## config.mk

```make
export PLATFORM = sky130hd
export DESIGN_NAME = mem_arb
export DESIGN_NICKNAME = d
export VERILOG_FILES = /design/src/rtl/mem_arb_pkg.sv /design/src/rtl/mem_arb_pick.sv /design/src/rtl/mem_arb.sv
export SDC_FILE = /design/constraint.sdc
export NUM_CORES = 1
export LEC_CHECK = 0
export ABC_CLOCK_PERIOD_IN_PS = 3070
export CAP_MARGIN = 30
export CELL_PAD_IN_SITES_DETAIL_PLACEMENT = 1
export CELL_PAD_IN_SITES_GLOBAL_PLACEMENT = 1
export CORE_AREA = 2 2 72 108
export DETAILED_ROUTE_END_ITERATION = 8
export DIE_AREA = 0 0 74 110
export DONT_BUFFER_PORTS = 1
export GPL_ROUTABILITY_DRIVEN = 0
export HOLD_SLACK_MARGIN = 0.08
export PLACE_DENSITY = 0.83
export SLEW_MARGIN = 10
export SYNTH_ARGS = -nofsm -noshare
export SYNTH_HDL_FRONTEND = slang
export SYNTH_SLANG_ARGS = --single-unit
```

## constraint.sdc

```tcl
create_clock -name clk -period 3.07 [get_ports clk]
set_input_delay 0.4605 -clock clk [delete_from_list [all_inputs] [get_ports clk]]
set_output_delay 0.4605 -clock clk [all_outputs]
set_load 0.005 [all_outputs]
```

## src/rtl/mem_arb_pkg.sv

```systemverilog
// mem_arb_pkg
//   Shared types and helpers for the mem_arb RAM-port arbiter.
//   - state_t      : sequencer states (IDLE / ACC / DONE)
//   - ACC_CYC_MIN  : shortest legal access length in clock cycles
//   - base_of()    : extracts one AW-wide slice of the packed client base map
package mem_arb_pkg;

    typedef enum logic [1:0] {
        IDLE = 2'd0,
        ACC  = 2'd1,
        DONE = 2'd2
    } state_t;

    // An access needs one setup cycle, at least one strobe cycle and one
    // hold cycle around the write enable.
    localparam int ACC_CYC_MIN = 3;

    // The base map is passed in zero-extended to a fixed width so that a
    // single function serves every NCLI/AW combination.
    localparam int BASE_MAP_W = 2048;
    localparam int BASE_W     = 64;

    function automatic logic [BASE_W-1:0] base_of(
        input logic [BASE_MAP_W-1:0] map,
        input int                    i,
        input int                    aw
    );
        logic [BASE_MAP_W-1:0] shifted;
        logic [BASE_W-1:0]     field_mask;
        shifted    = map >> (i * aw);
        field_mask = (BASE_W'(1) << aw) - BASE_W'(1);
        return shifted[BASE_W-1:0] & field_mask;
    endfunction

endpackage

```

## src/rtl/mem_arb_pick.sv

```systemverilog
// arb_pick
//   Combinational request picker. Scans the eligible requests
//   (req_i & ~mask_i) starting at index start_i and wrapping modulo N;
//   the first set bit wins. Fixed priority is start_i = 0.
//   Ports:
//     req_i   [N]   request vector
//     mask_i  [N]   requests to ignore for this pick
//     start_i [IW]  index searched first
//     valid_o       a winner exists
//     grant_o [IW]  index of the winner (0 when valid_o is low)
module arb_pick #(
    parameter int N  = 4,
    parameter int IW = 2
) (
    input  logic [N-1:0]  req_i,
    input  logic [N-1:0]  mask_i,
    input  logic [IW-1:0] start_i,
    output logic          valid_o,
    output logic [IW-1:0] grant_o
);

    logic [N-1:0] eligible;

    always_comb begin
        eligible = req_i & ~mask_i;
        valid_o  = 1'b0;
        grant_o  = '0;
        for (int k = 0; k < N; k++) begin
            int idx;
            idx = int'(start_i) + k;
            if (idx >= N) begin
                idx = idx - N;
            end
            if (!valid_o && eligible[idx]) begin
                valid_o = 1'b1;
                grant_o = IW'(idx);
            end
        end
    end

endmodule

```

## src/rtl/mem_arb.sv

```systemverilog
// mem_arb
//   Serialises accesses from NCLI clients onto one byte-wide SRAM port.
//   Each grant runs ACC_CYC cycles with ram_ce high, followed by one DONE
//   cycle that pulses the winner's ack and re-arbitrates with that client
//   masked. All RAM-side outputs are registered.
//   Optional feature: define MEM_ARB_RR_EN for round-robin selection
//   (search starts one past the last grant); otherwise fixed priority,
//   lowest index first.
//   Ports:
//     clk, rst_n          clock, asynchronous active-low reset
//     cli_req_i  [NCLI]   per-client request
//     cli_we_i   [NCLI]   per-client write (1) / read (0)
//     cli_addr_i [NCLI*AW] packed client addresses
//     cli_dati_i [NCLI*DW] packed client write data
//     cli_ack_o  [NCLI]   one-cycle completion pulse
//     cli_dato_o [DW]     last read data, shared by all clients
//     ram_addr_o [AW]     physical RAM address (client addr | base)
//     ram_dati_o [DW]     write data to RAM
//     ram_dato_i [DW]     read data from RAM
//     ram_ce_o, ram_oe_o, ram_we_o  active-high RAM strobes
//     busy_o              high whenever the sequencer is not idle
module mem_arb
    import mem_arb_pkg::*;
#(
    parameter int                  NCLI     = 4,
    parameter int                  AW       = 23,
    parameter int                  DW       = 8,
    parameter int                  ACC_CYC  = 4,
    parameter logic [NCLI*AW-1:0]  CLI_BASE = '0
) (
    input  logic                 clk,
    input  logic                 rst_n,
    input  logic [NCLI-1:0]      cli_req_i,
    input  logic [NCLI-1:0]      cli_we_i,
    input  logic [NCLI*AW-1:0]   cli_addr_i,
    input  logic [NCLI*DW-1:0]   cli_dati_i,
    output logic [NCLI-1:0]      cli_ack_o,
    output logic [DW-1:0]        cli_dato_o,
    output logic [AW-1:0]        ram_addr_o,
    output logic [DW-1:0]        ram_dati_o,
    input  logic [DW-1:0]        ram_dato_i,
    output logic                 ram_ce_o,
    output logic                 ram_oe_o,
    output logic                 ram_we_o,
    output logic                 busy_o
);

    localparam int IW = $clog2(NCLI);
    localparam int CW = $clog2(ACC_CYC);

    generate
        if (ACC_CYC < ACC_CYC_MIN || NCLI < 2) begin : g_bad_cfg
            $error("mem_arb: ACC_CYC must be >= 3 and NCLI must be >= 2");
        end
    endgenerate

    // Per-client physical address and write data, unpacked once.
    logic [AW-1:0] base_arr [NCLI];
    logic [AW-1:0] addr_arr [NCLI];
    logic [DW-1:0] dati_arr [NCLI];

    genvar gi;
    generate
        for (gi = 0; gi < NCLI; gi++) begin : g_cli
            assign base_arr[gi] = AW'(base_of(BASE_MAP_W'(CLI_BASE), gi, AW));
            assign addr_arr[gi] = cli_addr_i[gi*AW +: AW] | base_arr[gi];
            assign dati_arr[gi] = cli_dati_i[gi*DW +: DW];
        end
    endgenerate

    state_t          state_q, state_d;
    logic [CW-1:0]   cnt_q, cnt_d;
    logic [IW-1:0]   g_q, g_d;
    logic [AW-1:0]   addr_q, addr_d;
    logic            we_q, we_d;
    logic [DW-1:0]   dati_q, dati_d;
    logic [DW-1:0]   dato_q, dato_d;
    logic [NCLI-1:0] ack_q, ack_d;
    logic            ce_q, ce_d;
    logic            oe_q, oe_d;
    logic            rwe_q, rwe_d;

    logic [NCLI-1:0] pick_mask;
    logic [IW-1:0]   pick_start;
    logic            pick_valid;
    logic [IW-1:0]   pick_g;

    // The client acked in DONE is masked so a same-cycle re-request
    // cannot steal the very next grant.
    assign pick_mask = (state_q == DONE) ? (NCLI'(1) << g_q) : '0;

`ifdef MEM_ARB_RR_EN
    logic [IW-1:0] ptr_q, ptr_d;
    assign pick_start = (ptr_q == IW'(NCLI - 1)) ? '0 : (ptr_q + IW'(1));
`else
    assign pick_start = '0;
`endif

    arb_pick #(
        .N  (NCLI),
        .IW (IW)
    ) u_pick (
        .req_i   (cli_req_i),
        .mask_i  (pick_mask),
        .start_i (pick_start),
        .valid_o (pick_valid),
        .grant_o (pick_g)
    );

    // State and registered-output register.
    always_ff @(posedge clk or negedge rst_n) begin
        if (!rst_n) begin
            state_q <= IDLE;
            cnt_q   <= '0;
            g_q     <= '0;
            addr_q  <= '0;
            we_q    <= 1'b0;
            dati_q  <= '0;
            dato_q  <= '0;
            ack_q   <= '0;
            ce_q    <= 1'b0;
            oe_q    <= 1'b0;
            rwe_q   <= 1'b0;
`ifdef MEM_ARB_RR_EN
            ptr_q   <= IW'(NCLI - 1);
`endif
        end else begin
            state_q <= state_d;
            cnt_q   <= cnt_d;
            g_q     <= g_d;
            addr_q  <= addr_d;
            we_q    <= we_d;
            dati_q  <= dati_d;
            dato_q  <= dato_d;
            ack_q   <= ack_d;
            ce_q    <= ce_d;
            oe_q    <= oe_d;
            rwe_q   <= rwe_d;
`ifdef MEM_ARB_RR_EN
            ptr_q   <= ptr_d;
`endif
        end
    end

    // Next state, grant latching and read-data capture.
    always_comb begin
        state_d = state_q;
        cnt_d   = cnt_q;
        g_d     = g_q;
        addr_d  = addr_q;
        we_d    = we_q;
        dati_d  = dati_q;
        dato_d  = dato_q;
`ifdef MEM_ARB_RR_EN
        ptr_d   = ptr_q;
`endif
        case (state_q)
            IDLE, DONE: begin
                if (pick_valid) begin
                    state_d = ACC;
                    cnt_d   = CW'(ACC_CYC - 1);
                    g_d     = pick_g;
                    addr_d  = addr_arr[pick_g];
                    we_d    = cli_we_i[pick_g];
                    dati_d  = dati_arr[pick_g];
`ifdef MEM_ARB_RR_EN
                    ptr_d   = pick_g;
`endif
                end else begin
                    state_d = IDLE;
                end
            end
            ACC: begin
                if (cnt_q == '0) begin
                    state_d = DONE;
                    if (!we_q) begin
                        dato_d = ram_dato_i;
                    end
                end else begin
                    cnt_d = cnt_q - CW'(1);
                end
            end
            default: state_d = IDLE;
        endcase
    end

    // Output decode from the next state so strobes leave a flop.
    // The write strobe skips the first and last ACC cycles, giving one
    // cycle of address setup and one of hold around ram_we.
    always_comb begin
        ce_d  = (state_d == ACC);
        oe_d  = ce_d && !we_d;
        rwe_d = ce_d && we_d && (cnt_d != '0) && (cnt_d != CW'(ACC_CYC - 1));
        ack_d = (state_d == DONE) ? (NCLI'(1) << g_d) : '0;
    end

    assign cli_ack_o  = ack_q;
    assign cli_dato_o = dato_q;
    assign ram_addr_o = addr_q;
    assign ram_dati_o = dati_q;
    assign ram_ce_o   = ce_q;
    assign ram_oe_o   = oe_q;
    assign ram_we_o   = rwe_q;
    assign busy_o     = (state_q != IDLE);

endmodule

```

======== After elaboration in Yosys (flattened, before gate mapping) ========
Index checks and enable logic that the tools add are counted.
Widths: inputs -> output; s select.
storage, ports and cells
  logic and storage cells ................. 70
  register bits after elaboration ......... 53
  input bits .............................. 142
cells by class
  $add $sub $neg .......................... 1
  reduce and logical (&&, ||, !) cells .... 18
  equal/unequal tests ..................... 5
  multiplexer cells ....................... 27
  bitwise gates (word level) .............. 4
  shift operators ......................... 2
  $lt $le $gt $ge ......................... 2
operators with widths
  operator             count
  $bmux 23 s2          1
  $mux 23              2
  $bmux 8 s2           1
  $mux 8               2
  $mux 2               7
  $mux 1               9
  $mux 4               2
  $pmux 2 s2           2
  $shl 1x2->4 const A  2
  $logic_and 1x1->1    7
  $and 4x4->4          1
  $eq 2x1->1 const B   2
  $eq 2x2->1 const B   2
  $logic_not 1->1      4
  $logic_not 2->1      2
  $not 4->4            1
  $reduce_bool 2->1    2
  $ge 3x3->1 const B   1
  $lt 2x3->1 const B   1
  $not 2->3            1
  $reduce_and 3->1     1
  $bmux 1 s2           1
  $ne 2x2->1 const B   1
  $reduce_and 2->1     1
  other kinds (3)      3

======== Longest topological paths before layout ========
Gate-level depths: netlist of run 1.
  depth in word-level cells ............... 21
  mapped depth ............................ 8
  mapped depth without buffers ............ 6

======== Hierarchy ========
From an unflattened synthesis of run 1, not the netlist that was laid out.
unflattened totals
  cell total of the unflattened synthesis .. 262
  area, all modules ....................... 2944.1 µm²
modules (own cells, without submodules)
  module    cells each  times used  area an instance (µm²)
  mem_arb   247         1           2820.2
  arb_pick  15          1           123.9

======== Least setup slack after synthesis of run 1 ========
No wires, ideal clock.
  path type ............................... register to register
  from .................................... register g_q[1]
  to ...................................... register addr_q[0], in the netlist ram_addr_o[0]
  cell stages (with the launch flop) ...... 8
  path buffers ............................ 2
  clock period less this slack ............ 2.094 ns
  slack ................................... 0.976 ns
  setup time .............................. 0.096 ns
  arrival ................................. 1.999 ns
  path through ............................ dfrtp_1 > buf_6 > and4b_1 > a211o_4 > a21oi_4 > buf_2 > mux2_2 > a311oi_2
on the way
  longest elaborated chain between the ends .. 18
  elaborated cells on any way between the ends .. 22
  those cells by class .................... shift: 1; mux: 11; bitwise: 3; reduce/logical: 7
RTL lines
  item                                        RTL line            RTL
  from (decl)                                 mem_arb.sv:73       logic [IW-1:0] g_q, g_d;
  from (signal assigned)                      mem_arb.sv:130      g_q <= g_d;
  $shl 1x2->4 *                               mem_arb.sv:90       assign pick_mask = (state_q == DONE) ? (NCLI'(1) << g_q) : '0;
  $mux 4 *                                    mem_arb.sv:90
  $not 4->4 *                                 mem_arb_pick.sv:25  eligible = req_i & ~mask_i;
  $and 4x4->4 *                               mem_arb_pick.sv:25
  $mux 1                                      mem_arb_pick.sv:34  if (!valid_o && eligible[idx]) begin
  $logic_not 1->1                             mem_arb_pick.sv:34
  $logic_and 1x1->1                           mem_arb_pick.sv:34
  $mux 1                                      mem_arb_pick.sv:34
  $logic_not 1->1                             mem_arb_pick.sv:34
  $logic_and 1x1->1                           mem_arb_pick.sv:34
  $mux 1                                      mem_arb_pick.sv:34
  $logic_not 1->1                             mem_arb_pick.sv:34
  $logic_and 1x1->1                           mem_arb_pick.sv:34
  $mux 2                                      mem_arb_pick.sv:34
  $not 2->3 (not written as such)             mem_arb.sv:163      addr_d = addr_arr[pick_g];
  $bmux 23 s2                                 mem_arb.sv:163
  $mux 23 (not written as such) (2 in a row)  mem_arb.sv:163
  to (signal assigned)                        mem_arb.sv:131      addr_q <= addr_d;
  to (decl)                                   mem_arb.sv:74       logic [AW-1:0] addr_q, addr_d;
Every way passes the cells marked *; elsewhere a longest branch is shown, timed or not. The select of a mux whose other input is x is not followed.
A chain may end at the register's enable or synchronous reset.

======== Final worst setup path of run 1 ========
  from .................................... register state_q[0]
  to ...................................... register addr_q[13], in the netlist ram_addr_o[13]
on the way
  longest elaborated chain between the ends .. 18
  elaborated cells on any way between the ends .. 24
  those cells by class .................... eq/ne: 1; mux: 11; bitwise: 3; reduce/logical: 9
RTL lines
  item                                        RTL line                       RTL
  from (decl)                                 mem_arb.sv:71                  state_t state_q, state_d;
  from (signal assigned)                      mem_arb.sv:128                 state_q <= state_d;
  $eq 2x2->1                                  mem_arb.sv:90, mem_arb.sv:157
  $mux 4                                      mem_arb.sv:90
  $not 4->4                                   mem_arb_pick.sv:25
  $and 4x4->4                                 mem_arb_pick.sv:25
  $mux 1                                      mem_arb_pick.sv:34
  $logic_not 1->1                             mem_arb_pick.sv:34
  $logic_and 1x1->1                           mem_arb_pick.sv:34
  $mux 1                                      mem_arb_pick.sv:34
  $logic_not 1->1                             mem_arb_pick.sv:34
  $logic_and 1x1->1                           mem_arb_pick.sv:34
  $mux 1                                      mem_arb_pick.sv:34
  $logic_not 1->1                             mem_arb_pick.sv:34
  $logic_and 1x1->1                           mem_arb_pick.sv:34
  $mux 2                                      mem_arb_pick.sv:34
  $not 2->3 (not written as such)             mem_arb.sv:163
  $bmux 23 s2                                 mem_arb.sv:163
  $mux 23 (not written as such) (2 in a row)  mem_arb.sv:163
Parallel ways exist; a longest one is shown, timed or not. The select of a mux whose other input is x is not followed.

==> results of run 1 <==
==> per-stage QoR <==
stage / instance area (µm²) / hold WS, ns / utilization / setup slack (ns) / total power, µW
2_1_floorplan: 3420 / 0.165 / - / 0.976 / 2350
3_3_place_gp: 3450 / 0.167 / 0.481 / 0.693 / 2510
3_5_place_dp: 3450 / 0.166 / 0.481 / 0.577 / 2590
4_1_cts: 3610 / 0.288 / 0.502 / 0.557 / 3120
5_1_grt: 3610 / 0.286 / 0.502 / 0.383 / 3300
6_report: 3610 / 0.300 / 0.502 / 0.610 / 3070
==> state kept, by name (all words and copies together), names as in the netlist <==
signal      count
ram_dati_o      8
cli_ack_o       4
we_q            1
cli_dato_o      8
cnt_q           2
ram_addr_o     23
ram_we_o        1
state_q         2
ram_ce_o        1
ram_oe_o        1
g_q             2
==> power by group through the flow <==
stage	clock network, µW	registers (µW)	logic [µW]
after global placement	0	1350	1160
after CTS	521	1350	1250
after global routing	542	1390	1370
final	502	1350	1220
after detailed placement	0	1360	1230
after floorplan	0	1230	1120
==> critical path: cells and delay by family, from the launching register on <==
family          cells  cell delay (ns)
flops               1             0.65
compound gates      3             1.08
buf+inv             1             0.33
simple gates        2             0.29
==> logic make-up (layout without fill, tap and decap cells) <==
group | count (synthesis) | in the layout | share of synthesized area
buffers and inverters | 30 | 24 | 0.0611
multiplexers | 43 | 43 | 0.141
flip-flops | 53 | 53 | 0.388
AND/OR/NAND/NOR | 180 | 180 | 0.226
AO/OA/AOI/OAI | 49 | 49 | 0.185
==> layer usage <==
metal	vias to the layer above	track usage	part of all wire
met3	15	0.0618	0.083
met1	1299	0.223	0.35
met2	130	0.406	0.55
met4	0	0.0675	0.015
li1	1209	-	-
met5	-	0	0
==> timing repair <==
action	4_1_cts	5_1_grt
hold endpoints to repair	53	0
buffers inserted	0	0
hold buffers	2	0
setup endpoints to repair	0	0
==> cells in the final DEF, fill, tap and decap left out, types with 2 or more instances in the layout <==
master	synthesis	final
nor2_1	100	100
dfrtp_1	53	53
nand2_1	52	52
mux2_2	39	39
a311oi_2	30	30
nand2_2	10	10
inv_1	6	6
clkbuf_8	0	6
nand2b_1	5	5
buf_4	0	5
a211oi_1	3	3
o21ai_0	3	3
mux2i_1	3	3
a21oi_4	1	2
nor3_1	2	2
buf_12	0	2
==> path summary, 6_finish.rpt <==
check,to,slack (ns),depth (start not counted)
min in group asynchronous,cli_ack_o[1]$_DFF_PN0_,0.68,2
max in group asynchronous,ram_addr_o[5]$_DFFE_PN0N_,2.15,2
worst max register to register,ram_addr_o[13]$_DFFE_PN0N_,0.61,6
worst min-delay path,cli_dato_o[5]$_DFFE_PN0P_,0.30,1
worst min register to register,cnt_q[0]$_DFF_PN0_,0.53,1
worst max-delay path,ram_addr_o[13]$_DFFE_PN0N_,0.61,6
==> layout make-up <==
cell class              instances  area share
well taps                     100      0.0347
clock buffers                   7      0.0239
clock inverters                 1     0.00832
multi-input cells             272       0.526
repair buffers                  9      0.0319
flip-flops and latches         53       0.368
inverters                       7     0.00728
==> impl_metrics.py, run 1 <==
metrics = {
    "final_layout": {
        "seqCellArea_um2": 1330,
        "num_antenna_cells": 0,
        "drive_above_1_share": 0.301,
        "final_cells": 449,
        "fill_cells": 826,
        "final_nets": 490,
        "multi_input_area_um2": 1900,
        "area_growth_pct": 5.49,
    },
    "timing": {
        "setup_viol_count_final": 0,
        "skew_ns": 0.0102,
        "hold_viol_final": 0,
        "slew_viol_final": 0,
        "setup-tns-final_ns": 0,
        "min_period_ns": 2.46,
        "max_freq_ghz": 0.406,
        "rsz0062_at_grt": "false",
        "slew_headroom": 0.550,
        "worstMarginPinSlew_ns": 0.675,
        "post-route-period-util": 0.801,
    },
    "global_routing": {
        "grt_remaining_overflow": 0,
        "grt_max_degree": 54,
        "antenna_found_initial": 0,
        "grtUsageTotal": 0.215,
        "grt_pass1_wl_um": 13500,
        "grt_pass1_vias": 2720,
    },
    "power": {
        "ir_drop_mv": 0.431,
        "power_switching_uw": 1200,
        "internal_power_uw": 1880,
        "clkPwrFrac": 0.163,
        "power_leakage_uw": 0.00148,
        "comb_power_share": 0.398,
        "netSwitchingFraction": 0.389,
        "seq_power_share": 0.439,
        "power_density_nw_per_um2": 852,
    },
    "placement": {
        "dp_cells": 439,
        "dp_hpwl_um": 7030,
        "io_buffers": 0,
    },
    "drt": {
        "routed_via_density": 5.91,
        "routed_wl_um": 9070,
        "vias": 2653,
        "wl_per_cell_um": 20.2,
        "drt_iter0_drc": 112,
        "drcViolationCount": 0,
        "ant_nets": 0,
        "dr.pass1.iters": 4,
    },
    "critical_path": {
        "rr_startpoint": "state_q[0]$_DFF_PN0_",
        "worstSetupPathType": "register to register",
        "path_max_fanout": 23,
        "end_kind": "register",
        "cpPeakStageDelay_ns": 0.65,
        "crit_chain": "nand3b_1, o22ai_1, a21oi_4, buf_4, nor2_1, a311oi_2",
        "required_ns": 3.28,
        "worstPathArrival_ns": 2.67,
        "start_kind": "register",
        "crit_start": "state_q[0]$_DFF_PN0_",
        "worst_path_max_delay_cell": "dfrtp_1",
    },
    "floorplan": {
        "core_um2": 7180,
        "rows": 38,
        "io_pins": 189,
        "start_util": 0.476,
        "die_h_um": 110,
        "die_w_um": 74,
        "dieArea_um2": 8140,
    },
    "synthesis": {
        "synth_cell_types": 41,
        "yosysTopAreaCell": "dfrtp_1",
        "syn-cell-area_um2": 3420,
        "syn_avg_cell_area_um2": 9.63,
        "synthArstFlopShare": 1.00,
        "netlist_instances": 355,
        "synth_nets": 497,
        "synth_top_area_frac": 0.388,
        "ys_ff_latch": 53,
        "synth_area_leaders": "dfrtp_1, a311oi_2, mux2_2",
        "yosys-top-cells-count": "nor2_1, dfrtp_1, nand2_1",
        "synth_seq_area_share": 0.388,
        "ys.flop_type": "dfrtp_1",
        "yosysWarningCount": 0,
        "synth_most_common_cell": "nor2_1",
        "synth-edff-count": 0,
    },
    "hold_path": {
        "min_path_type": "primary input to register",
        "hp-start": "ram_dato_i[5]",
    },
    "clock_tree": {
        "postCtsResizedCells": 0,
        "cts_buffers": 5,
        "clk-insertion-delay-late_ns": 0.30,
        "cts_root_buf": "clkbuf_8",
        "cts_tree": "yes",
        "htreeDepth": 2,
        "clk_pin_slew_ns": 0.10,
        "cts_sinks": 53,
        "clockBufferDepth": 2,
    },
    "outcome": {
        "outcome": "complete, no violations",
    },
    "run": {
        "cap_violations": 0,
    },
}
(Power assumes the default switching activity.)
==> run 2, diff against run 1 <==
Settings changed: ABC_CLOCK_PERIOD_IN_PS 3070 to 2350, CORE_AREA 2 2 72 108 to 2 2 74 111, DIE_AREA 0 0 74 110 to 0 0 76 113, PLACE_DENSITY 0.83 to 0.8.
Clock period 3.07 ns to 2.35 ns, I/O delays scaled along.
==> impl_metrics.py, run 2 (same netlist as run 1, synthesis figures left out) <==
metrics = {
    "floorplan": {
        "die_w_um": 76,
        "dieArea_um2": 8590,
        "core_um2": 7560,
        "io_pins": 189,
        "rows": 39,
        "die_h_um": 113,
        "start_util": 0.452,
    },
    "timing": {
        "worstMarginPinSlew_ns": 0.391,
        "setup-tns-final_ns": 0,
        "max_freq_ghz": 0.440,
        "post-route-period-util": 0.967,
        "slew_headroom": 0.739,
        "rsz0062_at_grt": "false",
        "slew_viol_final": 0,
        "min_period_ns": 2.27,
        "hold_viol_final": 0,
        "setup_viol_count_final": 0,
        "skew_ns": 0.00560,
    },
    "final_layout": {
        "design_area_um2": 3750,
        "fill_cells": 838,
        "final_cell_mix": "nor2_1, nand2_1, dfrtp_1",
        "largest_reg_flops": 23,
        "drive_above_1_share": 0.322,
        "final_common_cell": "nor2_1",
        "final_nets": 498,
        "num_antenna_cells": 0,
        "area_growth_pct": 9.62,
        "final_util": 0.496,
    },
    "placement": {
        "io_buffers": 0,
        "dp_hpwl_um": 7220,
        "post_dp_cell_area_um2": 3520,
    },
    "drt": {
        "routed_via_density": 5.78,
        "ant_nets": 0,
        "vias": 2653,
        "drt_iter0_drc": 79,
        "drcViolationCount": 0,
        "routed_wl_um": 9370,
        "wl_per_cell_um": 20.4,
        "dr.pass1.iters": 4,
    },
    "clock_tree": {
        "clk-insertion-delay-late_ns": 0.29,
        "cts_buffers": 5,
        "cts_tree": "yes",
        "cts_root_buf": "clkbuf_16",
        "clk_pin_slew_ns": 0.08,
        "clockBufferDepth": 2,
        "htreeDepth": 2,
        "cts_sinks": 53,
        "postCtsSetupBuffers": 0,
    },
    "power": {
        "seq_power_share": 0.411,
        "ir_drop_mv": 0.800,
        "fin_total_pwr_uw": 4230,
        "comb_power_share": 0.408,
        "clkPwrFrac": 0.182,
        "power_leakage_uw": 0.00155,
        "power_switching_uw": 1650,
        "power_density_nw_per_um2": 1130,
        "internal_power_uw": 2580,
        "netSwitchingFraction": 0.390,
    },
    "critical_path": {
        "worstSetupPathType": "register to register",
        "end_kind": "register",
        "required_ns": 2.55,
        "r2r_cells": 6,
        "path_max_fanout": 19,
        "worstPathArrival_ns": 2.48,
        "start_kind": "register",
    },
    "run": {
        "cap_violations": 0,
    },
    "global_routing": {
        "met3_usage": 0.0502,
        "use_met1": 0.216,
        "grt_remaining_overflow": 0,
        "grt_max_degree": 54,
        "grt_pass1_wl_um": 14500,
        "antenna_found_initial": 0,
        "grt_pass1_vias": 2960,
        "grt_use_met2": 0.409,
        "grtUsageTotal": 0.208,
        "busiest_layer": "met2",
    },
    "hold_path": {
        "min_path_type": "primary input to register",
        "hold_path_depth": 1,
    },
    "outcome": {
        "outcome": "complete, no violations",
    },
}
-- run 2: final timing paths --
check / from / slack (ns) / end
setup / recovery: state_q[0]$_DFF_PN0_ / 0.08 / ram_addr_o[6]$_DFFE_PN0N_
hold / removal: ram_dato_i[0] / 0.21 / cli_dato_o[0]$_DFFE_PN0P_
setup reg to reg: state_q[0]$_DFF_PN0_ / 0.08 / ram_addr_o[6]$_DFFE_PN0N_
hold reg to reg: cnt_q[0]$_DFF_PN0_ / 0.52 / cnt_q[0]$_DFF_PN0_
max in group asynchronous: rst_n / 1.52 / g_q[1]$_DFF_PN0_
min in group asynchronous: rst_n / 0.57 / cnt_q[0]$_DFF_PN0_
-- run 2: power groups by stage --
stage	sequential, µW	clock [µW]	combinational, µW
floorplan	1600	0	1460
global placement	1720	0	1610
detailed placement	1750	0	1700
CTS	1740	791	1730
global route	1790	822	1910
finish	1740	769	1730
-- run 2: per-stage QoR --
step           setup slack, ns  instances  hold slack [ns]
2_1_floorplan            0.256        355           0.0569
3_3_place_gp             0.193        448           0.0584
3_5_place_dp            0.0957        448           0.0582
4_1_cts                 0.0683        458            0.194
5_1_grt                0.00428        459            0.191
6_report                0.0775        459            0.207
-- run 2: worst max-delay path: stages (launching register included) --
cell	delay [ns]
dfrtp_1	0.45
nand3b_1	0.24
a211o_4	0.41
a21oi_4	0.28
clkbuf_16	0.26
mux2_2	0.36
a311oi_2	0.17
-- run 2: layer usage --
metal | part of all wire | routed length, µm
met1 | 0.35 | 3310
met4 | 0.021 | 200
met2 | 0.56 | 5260
met3 | 0.064 | 602
met5 | 0 | 0
-- run 2: layout make-up --
| cell class | count | area, µm² | share of cell area |
|---|---|---|---|
| clock buffer | 5 | 125 | 0.0334 |
| sequential | 53 | 1330 | 0.354 |
| clock inverter | 3 | 26.3 | 0.00701 |
| timing repair buffer | 17 | 209 | 0.0557 |
| tap | 102 | 128 | 0.0340 |
| multi-input combinational | 272 | 1910 | 0.509 |
| inverter | 7 | 26.3 | 0.00701 |
-- run 2: repair_timing --
item | 4_1_cts | 5_1_grt
hold endpoints to repair | 53 | 0
resized for setup | 0 | 3
hold buffers | 2 | 0
setup endpoints to repair | 0 | 24
